[src/rtl/sodor5_lockstep_harness.sv]
// Lockstep harness: a single-cycle reference engine and a 5-stage pipelined core
// execute the same RV32I I-type ALU stream; their retired writebacks are cross-checked.

module sodor5_alu #(
  parameter int WORD_SIZE = 32
) (
  input  logic [11:0]          imm12,
  input  logic [2:0]           funct3,
  input  logic [4:0]           rd,
  input  logic [6:0]           opcode,
  input  logic [WORD_SIZE-1:0] src,
  output logic [WORD_SIZE-1:0] result,
  output logic                 wen
);
  logic [WORD_SIZE-1:0] imm;
  logic [4:0]           shamt;

  always_comb begin
    imm    = {{(WORD_SIZE-12){imm12[11]}}, imm12};
    shamt  = imm12[4:0];
    result = '0;
    case (funct3)
      3'd0: result = src + imm;
      3'd1: result = src << shamt;
      3'd2: result = {{(WORD_SIZE-1){1'b0}}, $signed(src) < $signed(imm)};
      3'd3: result = {{(WORD_SIZE-1){1'b0}}, src < imm};
      3'd4: result = src ^ imm;
      3'd5: begin
        // imm12[10] is instr[30]: selects arithmetic over logical right shift
        if (imm12[10]) result = $signed(src) >>> shamt;
        else           result = src >> shamt;
      end
      3'd6: result = src | imm;
      3'd7: result = src & imm;
      default: result = '0;
    endcase
    wen = (opcode == 7'b0010011) && (rd != 5'd0);
  end
endmodule

module sodor5_s5m #(
  parameter int NUM_REGS  = 32,
  parameter int WORD_SIZE = 32
) (
  input  logic                 clk,
  input  logic                 reset,
  input  logic [31:0]          instr,
  output logic                 ref_valid,
  output logic [4:0]           ref_rd,
  output logic [WORD_SIZE-1:0] ref_data
);
  localparam int DEPTH = 4;

  logic [WORD_SIZE-1:0] regfile [0:NUM_REGS-1];
  logic [4:0]           rs1;
  logic [4:0]           rd;
  logic [WORD_SIZE-1:0] src;
  logic [WORD_SIZE-1:0] result;
  logic                 wen;

  logic                 dl_valid_reg [0:DEPTH-1];
  logic [4:0]           dl_rd_reg    [0:DEPTH-1];
  logic [WORD_SIZE-1:0] dl_data_reg  [0:DEPTH-1];

  assign rs1 = instr[19:15];
  assign rd  = instr[11:7];
  assign src = (rs1 == 5'd0) ? '0 : regfile[rs1];

  sodor5_alu #(.WORD_SIZE(WORD_SIZE)) u_alu (
    .imm12  (instr[31:20]),
    .funct3 (instr[14:12]),
    .rd     (rd),
    .opcode (instr[6:0]),
    .src    (src),
    .result (result),
    .wen    (wen)
  );

  always_ff @(posedge clk) begin
    if (!reset && wen) regfile[rd] <= result;
  end

  // Delay line aligns each reference writeback with the core's W stage.
  always_ff @(posedge clk) begin
    if (reset) begin
      for (int i = 0; i < DEPTH; i++) dl_valid_reg[i] <= 1'b0;
    end else begin
      dl_valid_reg[0] <= wen;
      for (int i = 1; i < DEPTH; i++) dl_valid_reg[i] <= dl_valid_reg[i-1];
    end
    dl_rd_reg[0]   <= rd;
    dl_data_reg[0] <= result;
    for (int i = 1; i < DEPTH; i++) begin
      dl_rd_reg[i]   <= dl_rd_reg[i-1];
      dl_data_reg[i] <= dl_data_reg[i-1];
    end
  end

  assign ref_valid = dl_valid_reg[DEPTH-1];
  assign ref_rd    = dl_rd_reg[DEPTH-1];
  assign ref_data  = dl_data_reg[DEPTH-1];
endmodule

module sodor5_coretop #(
  parameter int NUM_REGS  = 32,
  parameter int WORD_SIZE = 32
) (
  input  logic                 clk,
  input  logic                 reset,
  input  logic [31:0]          instr,
  output logic                 w_valid,
  output logic                 w_we,
  output logic [4:0]           w_rd,
  output logic [WORD_SIZE-1:0] w_data
);
  logic [WORD_SIZE-1:0] regfile [0:NUM_REGS-1];

  logic                 d_valid_reg;
  logic [31:0]          d_instr_reg;
  logic                 x_valid_reg;
  logic [11:0]          x_imm_reg;
  logic [2:0]           x_f3_reg;
  logic [4:0]           x_rd_reg;
  logic [6:0]           x_op_reg;
  logic [WORD_SIZE-1:0] x_src_reg;
  logic                 m_valid_reg;
  logic                 m_we_reg;
  logic [4:0]           m_rd_reg;
  logic [WORD_SIZE-1:0] m_data_reg;
  logic                 w_valid_reg;
  logic                 w_we_reg;
  logic [4:0]           w_rd_reg;
  logic [WORD_SIZE-1:0] w_data_reg;

  logic [4:0]           d_rs1;
  logic [WORD_SIZE-1:0] d_src;
  logic [WORD_SIZE-1:0] x_result;
  logic                 x_alu_wen;
  logic                 x_we;

  sodor5_alu #(.WORD_SIZE(WORD_SIZE)) u_alu (
    .imm12  (x_imm_reg),
    .funct3 (x_f3_reg),
    .rd     (x_rd_reg),
    .opcode (x_op_reg),
    .src    (x_src_reg),
    .result (x_result),
    .wen    (x_alu_wen)
  );

  assign x_we  = x_valid_reg && x_alu_wen;
  assign d_rs1 = d_instr_reg[19:15];

  // Operand fetch: youngest in-flight producer wins, the W bypass also
  // covers the cycle in which W is writing the register file.
  always_comb begin
    d_src = regfile[d_rs1];
    if (d_rs1 == 5'd0)                             d_src = '0;
    else if (x_we && (x_rd_reg == d_rs1))          d_src = x_result;
    else if (m_we_reg && (m_rd_reg == d_rs1))      d_src = m_data_reg;
    else if (w_we_reg && (w_rd_reg == d_rs1))      d_src = w_data_reg;
  end

  always_ff @(posedge clk) begin
    if (reset) begin
      d_valid_reg <= 1'b0;
      x_valid_reg <= 1'b0;
      m_valid_reg <= 1'b0;
      m_we_reg    <= 1'b0;
      w_valid_reg <= 1'b0;
      w_we_reg    <= 1'b0;
    end else begin
      d_valid_reg <= 1'b1;
      x_valid_reg <= d_valid_reg;
      m_valid_reg <= x_valid_reg;
      m_we_reg    <= x_we;
      w_valid_reg <= m_valid_reg;
      w_we_reg    <= m_we_reg;
    end
    d_instr_reg <= instr;
    x_imm_reg   <= d_instr_reg[31:20];
    x_f3_reg    <= d_instr_reg[14:12];
    x_rd_reg    <= d_instr_reg[11:7];
    x_op_reg    <= d_instr_reg[6:0];
    x_src_reg   <= d_src;
    m_rd_reg    <= x_rd_reg;
    m_data_reg  <= x_result;
    w_rd_reg    <= m_rd_reg;
    w_data_reg  <= m_data_reg;
  end

  always_ff @(posedge clk) begin
    if (!reset && w_we_reg) regfile[w_rd_reg] <= w_data_reg;
  end

  assign w_valid = w_valid_reg;
  assign w_we    = w_we_reg;
  assign w_rd    = w_rd_reg;
  assign w_data  = w_data_reg;
endmodule

module sodor5_lockstep_harness #(
  parameter int NUM_REGS  = 32,
  parameter int WORD_SIZE = 32
) (
  input  logic        clk,
  input  logic        reset,
  input  logic [31:0] instr,
  output logic        mismatch,
  output logic [31:0] retire_count
);
  logic                 ref_valid;
  logic [4:0]           ref_rd;
  logic [WORD_SIZE-1:0] ref_data;
  logic                 w_valid;
  logic                 w_we;
  logic [4:0]           w_rd;
  logic [WORD_SIZE-1:0] w_data;
  logic                 diff;
  logic                 mismatch_reg;
  logic [31:0]          retire_count_reg;

  sodor5_s5m #(.NUM_REGS(NUM_REGS), .WORD_SIZE(WORD_SIZE)) s5m (
    .clk       (clk),
    .reset     (reset),
    .instr     (instr),
    .ref_valid (ref_valid),
    .ref_rd    (ref_rd),
    .ref_data  (ref_data)
  );

  sodor5_coretop #(.NUM_REGS(NUM_REGS), .WORD_SIZE(WORD_SIZE)) coretop (
    .clk     (clk),
    .reset   (reset),
    .instr   (instr),
    .w_valid (w_valid),
    .w_we    (w_we),
    .w_rd    (w_rd),
    .w_data  (w_data)
  );

  assign diff = (w_we != ref_valid) ||
                (w_we && ((w_rd != ref_rd) || (w_data != ref_data)));

  always_ff @(posedge clk) begin
    if (reset) begin
      mismatch_reg     <= 1'b0;
      retire_count_reg <= '0;
    end else begin
      if (diff)    mismatch_reg     <= 1'b1;
      if (w_valid) retire_count_reg <= retire_count_reg + 32'd1;
    end
  end

  assign mismatch     = mismatch_reg;
  assign retire_count = retire_count_reg;
endmodule

[config.mk]
export PLATFORM = sky130hd
export DESIGN_NAME = sodor5_lockstep_harness
export DESIGN_NICKNAME = d
export VERILOG_FILES = /design/src/rtl/sodor5_lockstep_harness.sv
export SDC_FILE = /design/constraint.sdc
export NUM_CORES = 2
export LEC_CHECK = 0
export CORE_UTILIZATION = 51
export CTS_CLUSTER_DIAMETER = 30
export DETAILED_ROUTE_END_ITERATION = 10
export HOLD_SLACK_MARGIN = 0.15
export PLACE_DENSITY = 0.75
export SYNTH_ARGS = -nofsm -noshare
export SYNTH_HDL_FRONTEND = slang
export SYNTH_SLANG_ARGS = --single-unit
[constraint.sdc]
create_clock -name clk -period 14.4 [get_ports clk]
set_input_delay 4.32 -clock clk [delete_from_list [all_inputs] [get_ports clk]]
set_output_delay 4.32 -clock clk [all_outputs]
set_load 0.005 [all_outputs]
==> out/results.tsv <==
stage	metric	value	unit
grt	antenna_found_initial	14	
die	ios	67	
yosys	seq_area_frac_synth	0.663	
critical_path	cp-end-kind	flip-flop	
placement	dp_hpwl	191000	um
placement	dpl_cell_area	107000	um2
grt	grt_use_total	0.327	
yosys	syn_area	103000	um2
yosys	ys_warn_count	0	
final_layout	layout-drive-gt1-share	0.216	
clocking	cts_tree	yes	
grt	grt_pass1_wl	477000	um
drt	drc	0	
yosys	syn_avg_cell_area	15.8	um2
critical_path	critPathMaxFanout	53	
final_layout	area_growth	17.5	%
timing	setup_viol	0	
yosys	synth_cell_types	105	
pwr	power.internal	14.6	mW
die	core_area	200000	um2
timing	finalMaxSlewViolations	0	
critical_path	crit_arrival	11330	ps
die	die_w	451	um
timing	tightestPinTransition	1470	ps
drt	dr.pass1.iters	8	
timing	max_slew_margin	0.0170	
pwr	clockPowerShare	0.492	
pwr	p_sw	4.76	mW
outcome	status	finished, final reports clean	
final_layout	fill_cells	14000	
clocking	htree_levels	5	
timing	rsz0062_at_grt	no	
timing	finalCritPeriodShare	0.770	
pwr	p_seq_frac	0.411	
pwr	switching_share	0.246	
placement	pre_cts_slack	2570	ps
clocking	clock_latency	1000	ps
placement	place_inst	9101	
timing	timing.hold.ws	290	ps
placement	port_buffers	66	
drt	via_per_inst	6.70	
critical_path	critPathKind	in2reg	
critical_path	worst_setup_path_start_kind	input port	
pwr	combinationalPowerShare	0.096	
flow_run	maxCapViolCount	0	
final_layout	layoutNonFillerInstCount	9811	
yosys	synth-seq-cells	2384	
clocking	holdBufCountCts	0	
clocking	cts_setup_buffers	0	
timing	finalHoldViolations	0	
timing	finalSetupTns	0	ps
clocking	cts_buffers	391	
die	die_area	204000	um2
placement	gp_congestion	1.04	
drt	postRouteWirelength	337000	um
clocking	clockRootBuffer	clkbuf_16	
final_layout	final_nets	7071	
timing	max_freq	90.2	MHz
drt	vias	65800	
final_layout	final_cell_mix	2048 x edfxtp_1, 515 x mux4_2, 465 x nor2_1	
grt	grt_max_degree	143	
clocking	clkTransAtPathRegs	50	ps
drt	drtIter0Drc	9378	
yosys	synthArstFlopShare	0	
drt	ant_nets	0	
final_layout	final_area	121000	um2
yosys	synthFlopType	edfxtp_1	
die	fp-row-count	164	
pwr	power_leakage	41.9	nW
die	initial_core_util	0.515	
pwr	p_per_area	160	nW/um2
die	die_y	451	um
final_layout	layout_commonest_cell	edfxtp_1	
grt	grt_pass1_vias	65700	
clocking	cts_resized	0	
drt	routedWlPerCell	34.4	um
worst_hold_path	holdCritPathClass	reg2reg	
critical_path	required	14650	ps
yosys	syn_inst	6528	
pwr	vdd_drop_max	0.257	mV
clocking	clk_path_buf_depth	4	
grt	gr-total-overflow	0	
timing	clock_skew	104	ps
timing	finalCriticalPeriod	11080	ps
clocking	cts_sinks	2384	
timing	worst_slack	3320	ps
yosys	synth_edf_count	2048	
==> synth_stat cells (71+ instances only) <==
library cell  instances  area [um2]
o21ai_0             255        1280
a211oi_1            106         796
nand2_1             245         920
edfxtp_1           2048       61500
nand3_1              71         355
ha_1                195        2440
dfxtp_1             336        6730
mux4_2              515       11600
a21oi_1             273        1370
nor2_1              529        1990
inv_1               157         589
clkbuf_1            240         901
mux2i_1             329        3290
o22ai_1              88         551
==> worst max-delay path, cell delays in order <==
cell      delay [ps]
buf_6            430
buf_4            680
or3_2            440
buf_4            450
o22ai_1          140
nor4b_1          410
or2_1            660
nor2_1           300
ha_1             440
a21oi_1          170
o21bai_1          80
a21oi_1          170
o21ai_0          110
a21oi_1          310
o21bai_1         100
a21oi_1          240
o21ai_0          130
a211oi_1         580
nand4b_1        1100
==> path summary, 6_finish.rpt <==
kind	start	end	slack, ps	cells after the start
hold / removal	coretop.d_instr_reg[1]	coretop.x_op_reg[1]	290	0
hold reg to reg	coretop.d_instr_reg[1]	coretop.x_op_reg[1]	290	0
setup reg to reg	s5m.regfile[15][17]	s5m.regfile[17][0]	7840	16
setup / recovery	instr[17]	s5m.regfile[17][0]	3320	19
==> area by class of cell <==
cell class,instances,area [um2],share of cell area
antenna,6,15.0,0.000124
clock inverter,247,2990,0.0247
inverter,164,616,0.00509
timing repair buffer,284,2330,0.0193
tap,2656,3320,0.0275
multi-input combinational,3615,33000,0.273
sequential,2384,68300,0.564
clock buffer,455,10400,0.0862
==> cells by family after synthesis <==
kind of cell	Yosys count	synth area share
buf+inv	560	0.0244
flops	2384	0.663
xor+xnor	114	0.00970
fa+ha+maj	197	0.0241
compound gates	1211	0.0782
simple gates	1196	0.0538
mux	865	0.147
other cells	1	0.0000364
==> metal layers <==
layer	GRT usage	wire length, um	part of all wire
met4	0.189	21700	0.064
met2	0.527	161000	0.48
met3	0.0622	34600	0.10
met5	0	30	0.000089
met1	0.416	120000	0.36
==> power by group through the flow <==
stage	Clock (mW)	Combinational (mW)	Sequential, mW
final	9.52	1.86	7.96
after global routing	9.87	1.94	7.96
after CTS	9.58	1.81	7.96
after detailed placement	0	1.78	8.09
after global placement	0	1.75	8.08
after floorplan	0	1.07	8.09
==> through the flow <==
step	total power [mW]	util
floorplan	9.15	-
global placement	9.84	0.537
detailed placement	9.86	0.537
CTS	19.3	0.604
global route	19.8	0.604
finish	19.3	0.604
Note: power is estimated with default switching activity, not from simulation.
